[src/rtl/regfile_pkg.sv]
// Shared constants and FSM encoding for the register-file writeback arbiter.
package regfile_pkg;

    localparam int unsigned RF_DW   = 32;
    localparam int unsigned RF_AW   = 5;
    localparam int unsigned RF_NREQ = 3;

    localparam int unsigned REQ_ALU    = 0;
    localparam int unsigned REQ_MULDIV = 1;
    localparam int unsigned REQ_MEM    = 2;

    typedef enum logic [1:0] {
        StIdle,
        StRun,
        StFlush
    } wb_state_e;

endpackage

[src/rtl/rr_oldest_pick.sv]
// Picks the oldest full buffer; equally old buffers are resolved round-robin from ptr.
module rr_oldest_pick #(
    parameter  int unsigned NREQ = 3,
    localparam int unsigned PW   = (NREQ > 1) ? $clog2(NREQ) : 1
) (
    input  logic [NREQ-1:0]           full,
    input  logic [NREQ-1:0][NREQ-1:0] age,
    input  logic [PW-1:0]             ptr,
    output logic [NREQ-1:0]           grant
);

    logic [NREQ-1:0] elig;
    logic            found;

    always_comb begin
        // age[j][i] set means j holds an entry older than i
        for (int unsigned i = 0; i < NREQ; i++) begin
            elig[i] = full[i];
            for (int unsigned j = 0; j < NREQ; j++) begin
                if (j != i && full[j] && age[j][i]) begin
                    elig[i] = 1'b0;
                end
            end
        end

        grant = '0;
        found = 1'b0;
        for (int unsigned k = 0; k < NREQ; k++) begin
            if (!found && elig[(32'(ptr) + k) % NREQ]) begin
                grant[(32'(ptr) + k) % NREQ] = 1'b1;
                found = 1'b1;
            end
        end
    end

endmodule

[src/rtl/regfile_wb_arbiter.sv]
// Writeback arbiter: one-entry buffer per requester, oldest-first grant into the register file.
// Define RF_WB_BYPASS_EN to add two read-bypass ports that forward the registered write.
module regfile_wb_arbiter
    import regfile_pkg::*;
#(
    parameter int unsigned NREQ = RF_NREQ,
    parameter int unsigned DW   = RF_DW,
    parameter int unsigned AW   = RF_AW
) (
    input  logic                 clk,
    input  logic                 rst,
    input  logic [NREQ-1:0]      req_valid,
    output logic [NREQ-1:0]      req_ready,
    input  logic [NREQ*AW-1:0]   req_addr,
    input  logic [NREQ*DW-1:0]   req_data,
    input  logic                 flush,
`ifdef RF_WB_BYPASS_EN
    input  logic [AW-1:0]        byp_raddr1,
    input  logic [AW-1:0]        byp_raddr2,
    output logic                 byp_hit1,
    output logic                 byp_hit2,
    output logic [DW-1:0]        byp_data1,
    output logic [DW-1:0]        byp_data2,
`endif
    output logic                 rf_we,
    output logic [AW-1:0]        rf_waddr,
    output logic [DW-1:0]        rf_wdata,
    output logic                 busy
);

    localparam int unsigned PW = (NREQ > 1) ? $clog2(NREQ) : 1;

    wb_state_e                 state_q, state_d;
    logic [NREQ-1:0]           full_q, full_d;
    logic [NREQ-1:0][AW-1:0]   addr_q, addr_d;
    logic [NREQ-1:0][DW-1:0]   data_q, data_d;
    logic [NREQ-1:0][NREQ-1:0] age_q, age_d;
    logic [PW-1:0]             ptr_q, ptr_d;
    logic                      rf_we_q, rf_we_d;
    logic [AW-1:0]             rf_waddr_q, rf_waddr_d;
    logic [DW-1:0]             rf_wdata_q, rf_wdata_d;

    logic [NREQ-1:0] pick_grant, grant, hold, accept;

    rr_oldest_pick #(
        .NREQ (NREQ)
    ) u_pick (
        .full  (full_q),
        .age   (age_q),
        .ptr   (ptr_q),
        .grant (pick_grant)
    );

    // No grant while flushing, so flushed entries never reach the register file
    assign grant     = flush ? '0 : pick_grant;
    assign hold      = full_q & ~grant;
    assign req_ready = (~full_q | grant) & {NREQ{!flush && state_q != StFlush}};
    assign accept    = req_valid & req_ready;

    always_comb begin
        full_d = flush ? '0 : (hold | accept);
        addr_d = addr_q;
        data_d = data_q;
        for (int unsigned i = 0; i < NREQ; i++) begin
            if (accept[i]) begin
                addr_d[i] = req_addr[i*AW +: AW];
                data_d[i] = req_data[i*DW +: DW];
            end
        end

        // A surviving entry is older than anything newly accepted; new entries tie each other
        age_d = '0;
        if (!flush) begin
            for (int unsigned i = 0; i < NREQ; i++) begin
                for (int unsigned j = 0; j < NREQ; j++) begin
                    if (i != j) begin
                        age_d[i][j] = hold[i] & (accept[j] | (age_q[i][j] & hold[j]));
                    end
                end
            end
        end

        ptr_d      = ptr_q;
        rf_we_d    = 1'b0;
        rf_waddr_d = rf_waddr_q;
        rf_wdata_d = rf_wdata_q;
        for (int unsigned i = 0; i < NREQ; i++) begin
            if (grant[i]) begin
                ptr_d = (i == NREQ - 1) ? '0 : PW'(i + 1);
                if (addr_q[i] != '0) begin
                    rf_we_d    = 1'b1;
                    rf_waddr_d = addr_q[i];
                    rf_wdata_d = data_q[i];
                end
            end
        end

        state_d = state_q;
        unique case (state_q)
            StIdle:  if (|accept) state_d = StRun;
            StRun:   if (full_d == '0) state_d = StIdle;
            StFlush: state_d = StIdle;
            default: state_d = StIdle;
        endcase
        if (flush) state_d = StFlush;
    end

    always_ff @(posedge clk or negedge rst) begin
        if (!rst) begin
            state_q    <= StIdle;
            full_q     <= '0;
            addr_q     <= '0;
            data_q     <= '0;
            age_q      <= '0;
            ptr_q      <= '0;
            rf_we_q    <= 1'b0;
            rf_waddr_q <= '0;
            rf_wdata_q <= '0;
        end else begin
            state_q    <= state_d;
            full_q     <= full_d;
            addr_q     <= addr_d;
            data_q     <= data_d;
            age_q      <= age_d;
            ptr_q      <= ptr_d;
            rf_we_q    <= rf_we_d;
            rf_waddr_q <= rf_waddr_d;
            rf_wdata_q <= rf_wdata_d;
        end
    end

    assign rf_we    = rf_we_q;
    assign rf_waddr = rf_waddr_q;
    assign rf_wdata = rf_wdata_q;
    assign busy     = (|full_q) | rf_we_q;

`ifdef RF_WB_BYPASS_EN
    always_comb begin
        byp_hit1  = rf_we_q && (rf_waddr_q == byp_raddr1) && (rf_waddr_q != '0);
        byp_hit2  = rf_we_q && (rf_waddr_q == byp_raddr2) && (rf_waddr_q != '0);
        byp_data1 = byp_hit1 ? rf_wdata_q : '0;
        byp_data2 = byp_hit2 ? rf_wdata_q : '0;
    end
`endif

endmodule

[config.mk]
export PLATFORM = sky130hd
export DESIGN_NAME = regfile_wb_arbiter
export DESIGN_NICKNAME = d
export VERILOG_FILES = /design/src/rtl/regfile_pkg.sv /design/src/rtl/rr_oldest_pick.sv /design/src/rtl/regfile_wb_arbiter.sv
export SDC_FILE = /design/constraint.sdc
export NUM_CORES = 1
export LEC_CHECK = 0
export BUFFER_PORTS_ARGS = -buffer_cell sky130_fd_sc_hd__buf_4
export CORE_MARGIN = 5
export CORE_UTILIZATION = 57
export CTS_BUF_LIST = sky130_fd_sc_hd__clkbuf_8
export DETAILED_ROUTE_END_ITERATION = 6
export HOLD_SLACK_MARGIN = 0.06
export MAX_ROUTING_LAYER = met4
export PLACE_DENSITY = 0.94
export SETUP_SLACK_MARGIN = 0.15
export SYNTH_ARGS = -nofsm -noshare
export SYNTH_HDL_FRONTEND = slang
export SYNTH_HIERARCHICAL = 1
export SYNTH_SLANG_ARGS = --single-unit
export TNS_END_PERCENT = 100
[constraint.sdc]
create_clock -name clk -period 3.6 [get_ports clk]
set_input_delay 0.9 -clock clk [delete_from_list [all_inputs] [get_ports clk]]
set_output_delay 0.9 -clock clk [all_outputs]
set_load 0.05 [all_outputs]
==> run metrics <==
met2 WL 10.8 mm; GP Congestion 0.909; Cells after Synth 640; Max Slew Vio Count 0; initial core utilization 58.6%; Final min period 3.48 ns; drt total wl 21.6 mm; I/O pin total 159; Peak VDD IR 0.599 mV; Placed Area 0.00914 mm2; critical path endpoint req_ready[2]; crit path launch ptr_q[0]; Die X 127 um; final period utilization 96.6%; most common cell after layout, fill and taps aside buf_4; design area 0.00977 mm2; Rel. slew slack 30.8%; initial antenna violation count 0; Max Fclk 288 MHz; fraction of layout instances using a drive strength above 1 44.3%; worst hold slack 0.465 ns; via count 6057; Worst R2R End rf_wdata[11]; max layer used met4; Die H 127 um; worst skew pair latency 0.46 ns; Worst setup SP type flip-flop; # clock sinks 162; worst slew pin tran 1.03 ns; Detailed Route Iter0 Violations 492; area grow syn2layout 25.5%; status finished clean; crit path cell chain buf_4 -> ha_2 -> a211oi_4 -> a32oi_2 -> buf_4 -> o2bb2ai_1 -> o2bb2ai_2 -> nor2b_4 -> nor2_1 -> buf_4; pin count of the biggest net entering global routing 90; I/O Buffers 158; M1 WL 8.70 mm; Vias/cell 6.14; HP Class input pin to asynchronous set/reset pin; RSZ-0062 raised after global routing true; DR WL met3 1.67 mm; Rows 42; final setup violation count 0; yosys warns 6; # Max-Cap Violations 0; slowest CP cell dfrtp_1; Worst setup EP type primary output; total die area 0.0161 mm2; Worst Path Arrival 2.58 ns; Final ANT Viol Nets 0; CTS tree yes; P_leak 4.58 nW; type of the worst setup path flip-flop to primary output; Post-Route Setup TNS 0 ns; final net count 919; Critical Path RT 2.70 ns; Clock Tree Root clkbuf_8; DRC Markers 0; Num CTS Buffers 17; area of the multi-input gates 0.00355 mm2; Total Power 0.00778 W; pwr dens 796 mW/mm2; Clock Path Buffers 2; clk slew on worst S/H paths 0.08 ns; commonest non-fill, non-tap cells in the layout buf_4 (181), dfrtp_1 (159), mux2_2 (110); R2R Setup Slk 0.31 ns; antenna cell count 0; most numerous cell on the critical path buf_4; Hold Fails Final Rpt 0; Syn Area/Cell 12.2 um2; Clock Skew 0.0110 ns; filler instances 822; WL per Instance 21.9 um; gr ovfl total 0; GRT Resource Usage Total 28.0%; Reg area 0.00406 mm2; crit-path max FO 5; first-pass GRT wire length 34.3 mm; TritonRoute pass-1 iters 5; Post-DP HPWL 14.3 mm; synthesized cell area 0.00778 mm2; Reg2Reg Launch Point ptr_q[1]; vias in the first global route 6408; CTS H-Tree Depth 4; R2R depth 11; Core Region 0.0133 mm2; Largest stage delay, worst path 0.39 ns; Syn Nets 761
## worst max-delay path, delay by kind of cell (launching register included)
kind / cells / cell delay [ns]
adder cells (fa/ha/maj): 1 / 0.22
AO/OA/AOI/OAI: 4 / 0.81
flip-flops: 1 / 0.39
buffers and inverters: 3 / 0.51
AND/OR/NAND/NOR: 2 / 0.18
## how the worst min path moves through the flow
stage / cells after the start / end
after CTS: 1 / state_q[0]
after detailed placement: 1 / state_q[0]
after global placement: 1 / state_q[0]
final: 1 / data_q[82]
after global routing: 1 / state_q[0]
after floorplan: 1 / state_q[0]
## flip-flops by register name (all words and copies together), names as in the netlist
name      count
addr_q       15
rf_wdata     32
state_q       2
ptr_q         2
age_q         6
rf_we         1
full_q        3
data_q       96
rf_waddr      5
## layout make-up
type                       count  area share [%]
sequential                   162            41.5
multi-input combinational    423            36.3
timing repair buffer         188            15.2
clock buffer                  17            2.39
tap                          176            2.25
clock inverter                15            2.10
inverter                       6           0.230
## where the power goes
part | switching, W | internal (W) | total, W | leakage, nW
registers | 0.000454 | 0.00245 | 0.00291 | 1.93
clock network | 0.000705 | 0.000762 | 0.00147 | 0.218
logic | 0.00199 | 0.00142 | 0.00341 | 2.43
## timing repair
action | 4_1_cts | 5_1_grt
setup endpoints to repair | 3 | 3
hold buffers | 0 | 0
pin swaps | 5 | 4
resized for setup | 19 | 6
buffers inserted | 8 | 4
cloned | 1 | 0
## per-stage QoR
step / util, % / std cells / setup WS [ns]
3_5_place_dp: 68.7 / 942 / 0.229
6_report: 73.5 / 987 / 0.124
5_1_grt: 73.5 / 987 / 0.0897
4_1_cts: 73.1 / 983 / 0.166
3_3_place_gp: 68.7 / 942 / 0.270
2_1_floorplan: - / 640 / 0.222
## metal layers
metal  vias up  global-route usage [%]
li1       2655                       -
met1      3089                    35.5
met2       269                    44.6
met3        44                    7.57
met4         0                    8.26
met5         -                       -
No activity file was read; power rests on OpenSTA's default activity.
